$ cat src/rtl/l2_l1_msg_scheduler_pkg.sv
// Shared definitions for the L2-to-L1 message path: address width,
// message encoding and the legality check used by the scheduler.
package l2_l1_msg_scheduler_pkg;

    localparam int ADDRESS_SIZE = 32;

    typedef enum logic [2:0] {
        MSG_NONE       = 3'd0,
        GETLINE        = 3'd1,
        SENDLINE       = 3'd2,
        INVALIDATELINE = 3'd3,
        EVICTLINE      = 3'd4
    } l2_to_l1_e;

    // Codes GETLINE..EVICTLINE are deliverable; everything else is dropped.
    function automatic logic legal_msg(input logic [2:0] code);
        return (code >= GETLINE) && (code <= EVICTLINE);
    endfunction

endpackage

$ cat src/rtl/l2_l1_msg_scheduler_msg_fifo.sv
// Generic synchronous FIFO. The head entry is read straight from the
// storage array, so the output only changes on a clock edge or on reset.
// DEPTH must be a power of two so the pointers wrap naturally.
module msg_fifo #(
    parameter int WIDTH = 35,
    parameter int DEPTH = 4
) (
    input  logic                     clk,
    input  logic                     rst_n,
    input  logic                     push,
    input  logic [WIDTH-1:0]         push_data,
    input  logic                     pop,
    output logic [WIDTH-1:0]         pop_data,
    output logic                     full,
    output logic                     empty,
    output logic [$clog2(DEPTH):0]   count
);

    localparam int AW = $clog2(DEPTH);
    localparam logic [AW:0] FULL_COUNT = (AW+1)'(DEPTH);

    logic [WIDTH-1:0] mem [DEPTH];
    logic [AW-1:0]    wr_ptr;
    logic [AW-1:0]    rd_ptr;
    logic             do_push;
    logic             do_pop;

    // Qualify requests so an overflow or underflow can never corrupt state.
    always_comb begin
        full     = (count == FULL_COUNT);
        empty    = (count == '0);
        do_push  = push & ~full;
        do_pop   = pop & ~empty;
        pop_data = mem[rd_ptr];
    end

    // Storage, pointers and occupancy; reset clears everything so the head reads 0.
    always_ff @(posedge clk or negedge rst_n) begin
        if (!rst_n) begin
            for (int i = 0; i < DEPTH; i++) begin
                mem[i] <= '0;
            end
            wr_ptr <= '0;
            rd_ptr <= '0;
            count  <= '0;
        end else begin
            if (do_push) begin
                mem[wr_ptr] <= push_data;
                wr_ptr      <= wr_ptr + 1'b1;
            end
            if (do_pop) begin
                rd_ptr <= rd_ptr + 1'b1;
            end
            case ({do_push, do_pop})
                2'b10:   count <= count + 1'b1;
                2'b01:   count <= count - 1'b1;
                default: count <= count;
            endcase
        end
    end

endmodule

$ cat src/rtl/l2_l1_msg_scheduler.sv
// Arbitrates L2-side message sources (snoop path S, processor path P)
// into a small FIFO feeding the L1 consumer. S has priority, but P is
// forced through after STARVE_LIMIT consecutive lost cycles. Illegal
// codes are accepted, dropped, and flagged on err_illegal.
//
// Handshakes: a transfer happens on a rising edge where valid and ready
// are both high; ready may depend on valid, valid must not depend on ready.
module l2_l1_msg_scheduler
    import l2_l1_msg_scheduler_pkg::*;
#(
    parameter int FIFO_DEPTH   = 4,
    parameter int STARVE_LIMIT = 3
) (
    input  logic                          clk,
    input  logic                          rst_n,
    input  logic                          s_valid,
    output logic                          s_ready,
    input  logic [2:0]                    s_msg,
    input  logic [ADDRESS_SIZE-1:0]       s_addr,
    input  logic                          p_valid,
    output logic                          p_ready,
    input  logic [2:0]                    p_msg,
    input  logic [ADDRESS_SIZE-1:0]       p_addr,
    output logic                          l1_valid,
    input  logic                          l1_ready,
    output logic [2:0]                    l1_msg,
    output logic [ADDRESS_SIZE-1:0]       l1_addr,
    output logic [$clog2(FIFO_DEPTH):0]   pending,
    output logic                          err_illegal
);

    localparam int SW = $clog2(STARVE_LIMIT + 1);
    localparam int MW = 3 + ADDRESS_SIZE;
    localparam logic [SW-1:0] STARVE_MAX = SW'(STARVE_LIMIT);

    logic [SW-1:0]           starve;
    logic                    fifo_full;
    logic                    fifo_empty;
    logic                    p_force;
    logic                    grant_s;
    logic                    grant_p;
    logic                    accept;
    logic                    push;
    logic                    pop;
    logic [2:0]              sel_msg;
    logic [ADDRESS_SIZE-1:0] sel_addr;
    logic [MW-1:0]           head;

    // Grant selection: nothing while in reset or full (no pass-through on a pop).
    always_comb begin
        p_force = p_valid && (starve == STARVE_MAX);
        grant_s = 1'b0;
        grant_p = 1'b0;
        if (rst_n && !fifo_full) begin
            if (p_force) begin
                grant_p = 1'b1;
            end else if (s_valid) begin
                grant_s = 1'b1;
            end else if (p_valid) begin
                grant_p = 1'b1;
            end
        end
        s_ready  = grant_s;
        p_ready  = grant_p;
        accept   = grant_s | grant_p;
        sel_msg  = grant_p ? p_msg  : s_msg;
        sel_addr = grant_p ? p_addr : s_addr;
        push     = accept & legal_msg(sel_msg);
        pop      = l1_valid & l1_ready;
        l1_valid = ~fifo_empty;
        l1_msg   = head[MW-1:ADDRESS_SIZE];
        l1_addr  = head[ADDRESS_SIZE-1:0];
    end

    // Count cycles in which a waiting P loses to S; frozen while the FIFO is full.
    always_ff @(posedge clk or negedge rst_n) begin
        if (!rst_n) begin
            starve <= '0;
        end else if (!p_valid || grant_p) begin
            starve <= '0;
        end else if (!fifo_full && (starve != STARVE_MAX)) begin
            starve <= starve + 1'b1;
        end
    end

    // One-cycle flag for an accepted-but-dropped illegal code.
    always_ff @(posedge clk or negedge rst_n) begin
        if (!rst_n) begin
            err_illegal <= 1'b0;
        end else begin
            err_illegal <= accept & ~legal_msg(sel_msg);
        end
    end

    msg_fifo #(
        .WIDTH (MW),
        .DEPTH (FIFO_DEPTH)
    ) u_fifo (
        .clk       (clk),
        .rst_n     (rst_n),
        .push      (push),
        .push_data ({sel_msg, sel_addr}),
        .pop       (pop),
        .pop_data  (head),
        .full      (fifo_full),
        .empty     (fifo_empty),
        .count     (pending)
    );

endmodule

$ cat config.mk
export PLATFORM = sky130hd
export DESIGN_NAME = l2_l1_msg_scheduler
export DESIGN_NICKNAME = d
export VERILOG_FILES = /design/src/rtl/l2_l1_msg_scheduler_pkg.sv /design/src/rtl/l2_l1_msg_scheduler_msg_fifo.sv /design/src/rtl/l2_l1_msg_scheduler.sv
export SDC_FILE = /design/constraint.sdc
export NUM_CORES = 1
export LEC_CHECK = 0
export BUFFER_PORTS_ARGS = -buffer_cell sky130_fd_sc_hd__clkbuf_2
export CAP_MARGIN = 20
export CORE_MARGIN = 4
export CORE_UTILIZATION = 57
export CTS_CLUSTER_DIAMETER = 30
export DETAILED_ROUTE_END_ITERATION = 12
export PLACE_DENSITY = 0.8
export SLEW_MARGIN = 5
export SYNTH_ARGS = -nofsm -noshare
export SYNTH_HDL_FRONTEND = slang
export SYNTH_SLANG_ARGS = --single-unit
$ cat constraint.sdc
create_clock -name clk -period 3.7 [get_ports clk]
set_input_delay 0 -clock clk [delete_from_list [all_inputs] [get_ports clk]]
set_output_delay 0 -clock clk [all_outputs]
set_load 0.005 [all_outputs]
==> results of run 1 <==
repair_timing:
item / in CTS / in global routing
hold buffers: 74 / 0
hold endpoints to repair: 159 / 0
endpoints found under the setup margin: 0 / 0
cells by family after synthesis:
family / Yosys count / share of synthesized area [%]
and+or+nand+nor: 33 / 2.78
adders and majority gates: 7 / 1.30
AOI/OAI and AO/OA: 26 / 3.36
muxes: 207 / 37.1
xor gates and xnor gates: 8 / 1.06
buffers and inverters: 35 / 3.19
DFF: 150 / 51.2
power breakdown:
group	internal (W)	leakage, nW	switching [W]	total (W)
Clock	0.00119	0.305	0.000642	0.00184
Combinational	0.00163	2.03	0.00103	0.00267
Sequential	0.00244	1.82	0.000554	0.00299
state kept, by name, summed over array words and instances, names as in the netlist:
name / cells
err_illegal: 1
starve: 2
u_fifo.count: 3
u_fifo.mem: 140
u_fifo.rd_ptr: 2
u_fifo.wr_ptr: 2
worst max-delay path: cells and delay by family, from the launching register on:
kind                     cells  cell delay (ps)
adder cells (fa/ha/maj)      1              230
buffers and inverters        2             1150
flip-flops                   1              360
multiplexers                 2              740
AND/OR/NAND/NOR              2              550
synth_stat cells, drive strengths merged (4+ instances only):
cell	number	area (um2)
clkbuf	5	18.8
nor2	5	18.8
xnor2	4	35.0
o22a	4	35.0
mux2	171	1930
buf	20	178
nor3	6	41.3
nand2	8	30.0
a211oi	5	87.6
xor2	4	42.6
inv	10	37.5
a21oi	6	30.0
or3	6	52.6
ha	6	75.1
a31oi	4	25.0
mux4	35	788
dfrtp	150	3750
through the flow:
step | hold WS (ps) | std cells | power, W | utilization (%) | worst slack [ps]
2_1_floorplan | -296 | 466 | 0.00467 | - | 1160
4_1_cts | 0.523 | 842 | 0.00754 | 74.3 | 544
6_report | 4.11 | 842 | 0.00750 | 74.3 | 521
3_5_place_dp | -108 | 737 | 0.00559 | 63.4 | 974
3_3_place_gp | -115 | 737 | 0.00544 | 63.4 | 1070
5_1_grt | 10.0 | 842 | 0.00795 | 74.3 | 353
cell type report:
cell class                      instances  area [um2]  share of cell area, %
Clock buffer                           23         488                   5.20
Clock inverter                          8         145                   1.55
Inverter                               10        37.5                  0.400
Multi-Input combinational cell        281        3350                   35.7
Sequential cell                       150        3760                   40.1
Tap cell                              172         215                   2.30
Timing Repair Buffer                  198        1390                   14.8
metal layers:
metal / share of wire, % / global-route usage, % / vias to the layer above
met3: 4.0 / 5.83 / 24
li1: - / - / 2123
met5: 0 / 0 / -
met2: 52 / 40.3 / 107
met1: 42 / 29.5 / 2479
met4: 1.6 / 7.00 / 0
worst max path at each step:
stage | from | to | slack (ps) | cells past startpoint
2_1_floorplan | starve[0]$_DFFE_PN0P_ | u_fifo.count[2]$_DFFE_PN0P_ | 1160 | 11
3_3_place_gp | starve[0]$_DFFE_PN0P_ | u_fifo.count[2]$_DFFE_PN0P_ | 1070 | 10
3_5_place_dp | u_fifo.count[0]$_DFFE_PN0P_ | u_fifo.count[2]$_DFFE_PN0P_ | 970 | 9
4_1_cts | starve[0]$_DFFE_PN0P_ | u_fifo.mem[22]$_DFFE_PN0P_ | 540 | 7
5_1_grt | starve[0]$_DFFE_PN0P_ | u_fifo.mem[89]$_DFFE_PN0P_ | 350 | 7
6_report | starve[0]$_DFFE_PN0P_ | u_fifo.mem[93]$_DFFE_PN0P_ | 520 | 7
==> impl_metrics.yaml, run 1 <==
critical_path:
  r2r-start: "starve[0]$_DFFE_PN0P_"
  cp.required_ps: 3990
  r2r_cells: 7
  path_cells: "ha_1 > nor2b_1 > nor3_4 > buf_4 > mux2_2 > dlygate4sd3_1 > mux2_1"
  cpPeakStageDelay_ps: 610
  arrival_ps: 3470
  end_kind: "register"
  crit_slowest_cell: "dlygate4sd3_1"
  worstPathMaxFanout: 37
  startpoint_type: "register"
  rrSetupSlack_ps: 520
  crit_type: "reg -> reg"
  reg2reg_to: "u_fifo.mem[93]$_DFFE_PN0P_"
detailed_routing:
  drtAntennaViolNets: 0
  viasPerCell: 5.62
  wl_per_cell_um: 19.2
  routed_wl_um: 16100
  vias: 4733
  drc_errors: 0
  drt_iter0_drc: 241
  firstDrtPassIters: 6
cts:
  cts.clk_slew.worst_paths_ps: 60
  numCtsBuffers: 17
  clkSinkCount: 150
  clk_latency_ps: 420
  cts_max_path_buffers: 2
  cts_root_buf: "clkbuf_16"
  post_cts_resized: 0
  cts-htree-levels: 4
  cts_tree: "built"
  postCtsSetupRepairBufs: 0
floorplanning:
  core-area_mm2: 0.0126
  initial_utilization_pct: 58.1
  die_h_um: 121
  die_w_um: 121
  dieArea_mm2: 0.0147
  io_pins: 117
  rows: 41
grt:
  grt_pass1_vias: 5320
  grt_pass1_wl_um: 26700
  grtUsageTotal_pct: 23.4
  overflow: 0
  grt_max_degree: 82
  antenna_found_initial: 0
cells_and_area:
  diodes: 0
  finalNetCount: 740
  most-common-layout-cells: "148 x dfrtp_1, 115 x clkbuf_2, 93 x mux2_2, 78 x mux2_1, 74 x dlygate4sd3_1"
  stdcell_area_mm2: 0.00938
  syn2layout_area_growth_pct: 27.8
  fillCellCount: 799
  drive_above_1_share_pct: 44.0
  mostFrequentLayoutCell: "dfrtp_1"
sta:
  fin_crit_sh_pct: 85.9
  slew_headroom_pct: 31.3
  drv_slew: 0
  tightest_slew_ps: 1030
  max_freq_mhz: 315
  finalHoldViolCount: 0
  rsz0062_at_grt: "false"
  fin_worst_skew_ps: 6.65
  setup_tns_ps: 0
  setup_viol: 0
  fin_crit_ps: 3180
placed_design:
  placed_cell_area_mm2: 0.00800
  post-dp-hpwl_um: 9550
  io_buffers: 116
  place_congestion: 0.816
pwr:
  leakagePower_nw: 4.16
  power_density_mw_per_mm2: 800
  max-vdd-ir-drop_uv: 509
hold_path:
  min_path_cells: 3
  min-delay-start: "p_addr[0]"
  min_to: "u_fifo.mem[105]$_DFFE_PN0P_"
  hp-class: "in -> reg"
yosys:
  async_flop_share_pct: 100
  synthCells: 466
  yosysSeqAreaShare_pct: 51.2
  synth_nets: 548
  yosysWarnings: 0
  synthFlopType: "dfrtp_1"
  synth_edf_count: 0
  ys_seq_elements: 150
  synth_area_per_cell_um2: 15.7
  netlist_area_mm2: 0.00733
  netlist-cell-type-count: 36
run:
  cap_viol_max_count: 0
status:
  status: "finished clean"
Note: power is estimated with default switching activity, not from simulation.
==> run 2: changes to the inputs <==
--- a/config.mk
+++ b/config.mk
@@ -11,6 +11,7 @@
 export CORE_UTILIZATION = 57
 export CTS_CLUSTER_DIAMETER = 30
 export DETAILED_ROUTE_END_ITERATION = 12
+export HOLD_SLACK_MARGIN = 0.02
 export PLACE_DENSITY = 0.8
 export SLEW_MARGIN = 5
 export SYNTH_ARGS = -nofsm -noshare
==> run 2 against run 1 <==
Compared with the run above: fmax fell by 0.22%; hold slack improved by 25 ps; sequential share of layout area up 0.17 points; highest routed layer unchanged; critical path type unchanged; sequential cell count unchanged; register-to-register slack is essentially flat; die area unchanged; first-iteration DRC count shrank 0.83%; largest power group unchanged; clock skew increased by 1.1 ps; utilization down 0.32 points; routed wire length fell by 0.54%; worst setup slack got worse by 7.0 ps; critical path depth unchanged.
==> impl_metrics.yaml, run 2 (same netlist as run 1, synthesis figures left out) <==
placed_design:
  io_buffers: 116
  post-dp-hpwl_um: 9550
  dpl.cell_count: 737
  placed_cell_area_mm2: 0.00800
  place_congestion: 0.816
critical_path:
  arrival_ps: 3490
  cpPeakStageDelay_ps: 620
  critPathBufInv: 2
  worstPathMaxFanout: 37
  crit_type: "reg -> reg"
  end_kind: "register"
  cp.required_ps: 4000
  crit_slowest_cell: "dlygate4sd3_1"
  startpoint_type: "register"
  crit_family: "buffers and inverters"
  path_cells: "ha_1 > nor2b_1 > nor3_4 > buf_4 > mux2_2 > dlygate4sd3_1 > mux2_1"
  rrSetupSlack_ps: 510
sta:
  slew_headroom_pct: 30.9
  setup_viol: 0
  setup_tns_ps: 0
  finalHoldViolCount: 0
  rsz0062_at_grt: "false"
  tightest_slew_ps: 1040
  max_freq_mhz: 314
  drv_slew: 0
  fin_worst_skew_ps: 7.79
  fin_crit_sh_pct: 86.1
  fin_crit_ps: 3190
detailed_routing:
  firstDrtPassIters: 4
  drt_iter0_drc: 239
  drtAntennaViolNets: 0
  viasPerCell: 5.67
  drc_errors: 0
  vias: 4752
  routed_wl_um: 16000
  wl_per_cell_um: 19.1
status:
  status: "finished clean"
grt:
  grt_pass1_vias: 5229
  antenna_found_initial: 0
  grt_pass1_wl_um: 26200
  top_usage_layer: "met2"
  grtUsageMet1_pct: 28.9
  use_met3_pct: 5.97
  gr-usage-met2_pct: 39.4
  grtUsageTotal_pct: 23.0
  overflow: 0
  grt_max_degree: 82
cts:
  cts_tree: "built"
  clkSinkCount: 150
  cts_root_buf: "clkbuf_16"
  cts.clk_slew.worst_paths_ps: 60
  clk_latency_ps: 420
  cts_max_path_buffers: 2
  cts-htree-levels: 4
  numCtsBuffers: 17
floorplanning:
  initial_utilization_pct: 58.1
  die_h_um: 121
  rows: 41
  io_pins: 117
  dieArea_mm2: 0.0147
  core-area_mm2: 0.0126
  die_w_um: 121
cells_and_area:
  largest_register: "u_fifo.mem"
  drive_above_1_share_pct: 44.3
  layout.cells.non_filler: 838
  largest_register_ffs: 140
  fillCellCount: 802
  mostFrequentLayoutCell: "dfrtp_1"
  syn2layout_area_growth_pct: 27.3
  stdcell_area_mm2: 0.00934
  top_regs: "u_fifo.mem (140), u_fifo.count (3)"
  diodes: 0
  most-common-layout-cells: "148 x dfrtp_1, 115 x clkbuf_2, 93 x mux2_2, 78 x mux2_1, 70 x dlygate4sd3_1"
  finalNetCount: 736
pwr:
  power_density_mw_per_mm2: 802
  leakagePower_nw: 4.14
  max-vdd-ir-drop_uv: 493
run:
  cap_viol_max_count: 0
hold_path:
  hp-class: "in -> reg"
==> run 2: worst reg2reg max path, cell delays in order, from the launching register on <==
cell	delay, ps
dfrtp_1	360
ha_1	230
nor2b_1	120
nor3_4	430
buf_4	540
mux2_2	460
dlygate4sd3_1	620
mux2_1	310
==> run 2: path summary, 6_finish.rpt <==
path / end / cells past startpoint / start
max: u_fifo.mem[71]$_DFFE_PN0P_ / 7 / starve[0]$_DFFE_PN0P_
min: u_fifo.mem[95]$_DFFE_PN0P_ / 3 / p_addr[25]
max reg2reg: u_fifo.mem[71]$_DFFE_PN0P_ / 7 / starve[0]$_DFFE_PN0P_
min reg2reg: u_fifo.mem[54]$_DFFE_PN0P_ / 1 / u_fifo.mem[54]$_DFFE_PN0P_
max in group asynchronous: u_fifo.rd_ptr[0]$_DFFE_PN0P_ / 3 / rst_n
min in group asynchronous: u_fifo.count[2]$_DFFE_PN0P_ / 2 / rst_n
==> run 2: metrics by stage <==
stage	util (%)	setup WS (ps)	power, W	hold WS (ps)
global route	74.0	345	0.00794	36.4
finish	74.0	514	0.00748	29.4
global placement	63.4	1070	0.00544	-115
floorplan	-	1160	0.00467	-296
detailed placement	63.4	974	0.00559	-108
CTS	73.7	540	0.00754	20.2
==> run 2: where the power goes <==
part           total, W  internal [W]  switching, W
logic           0.00265       0.00163       0.00102
registers       0.00299       0.00244      0.000553
clock network   0.00184       0.00119      0.000642
==> run 2: area by class of cell <==
type	instances	area [um2]	area share (%)
Multi-Input combinational cell	281	3350	35.8
Sequential cell	150	3760	40.2
Clock buffer	23	488	5.23
Inverter	10	37.5	0.402
Timing Repair Buffer	194	1350	14.4
Tap cell	172	215	2.31
Clock inverter	8	145	1.55
==> run 2: per-layer routing <==
metal / share of wire (%) / vias up
met3: 4.5 / 25
met1: 42 / 2491
li1: - / 2117
met4: 1.7 / 0
met2: 52 / 119
met5: 0 / -
==> run 2: what timing repair did <==
| action | 4_1_cts | 5_1_grt |
|---|---|---|
| hold buffers | 67 | 3 |
| setup buffers | 0 | 0 |
| endpoints found under the hold margin | 194 | 2 |
| resized for setup | 0 | 0 |
| setup endpoints to repair | 0 | 0 |
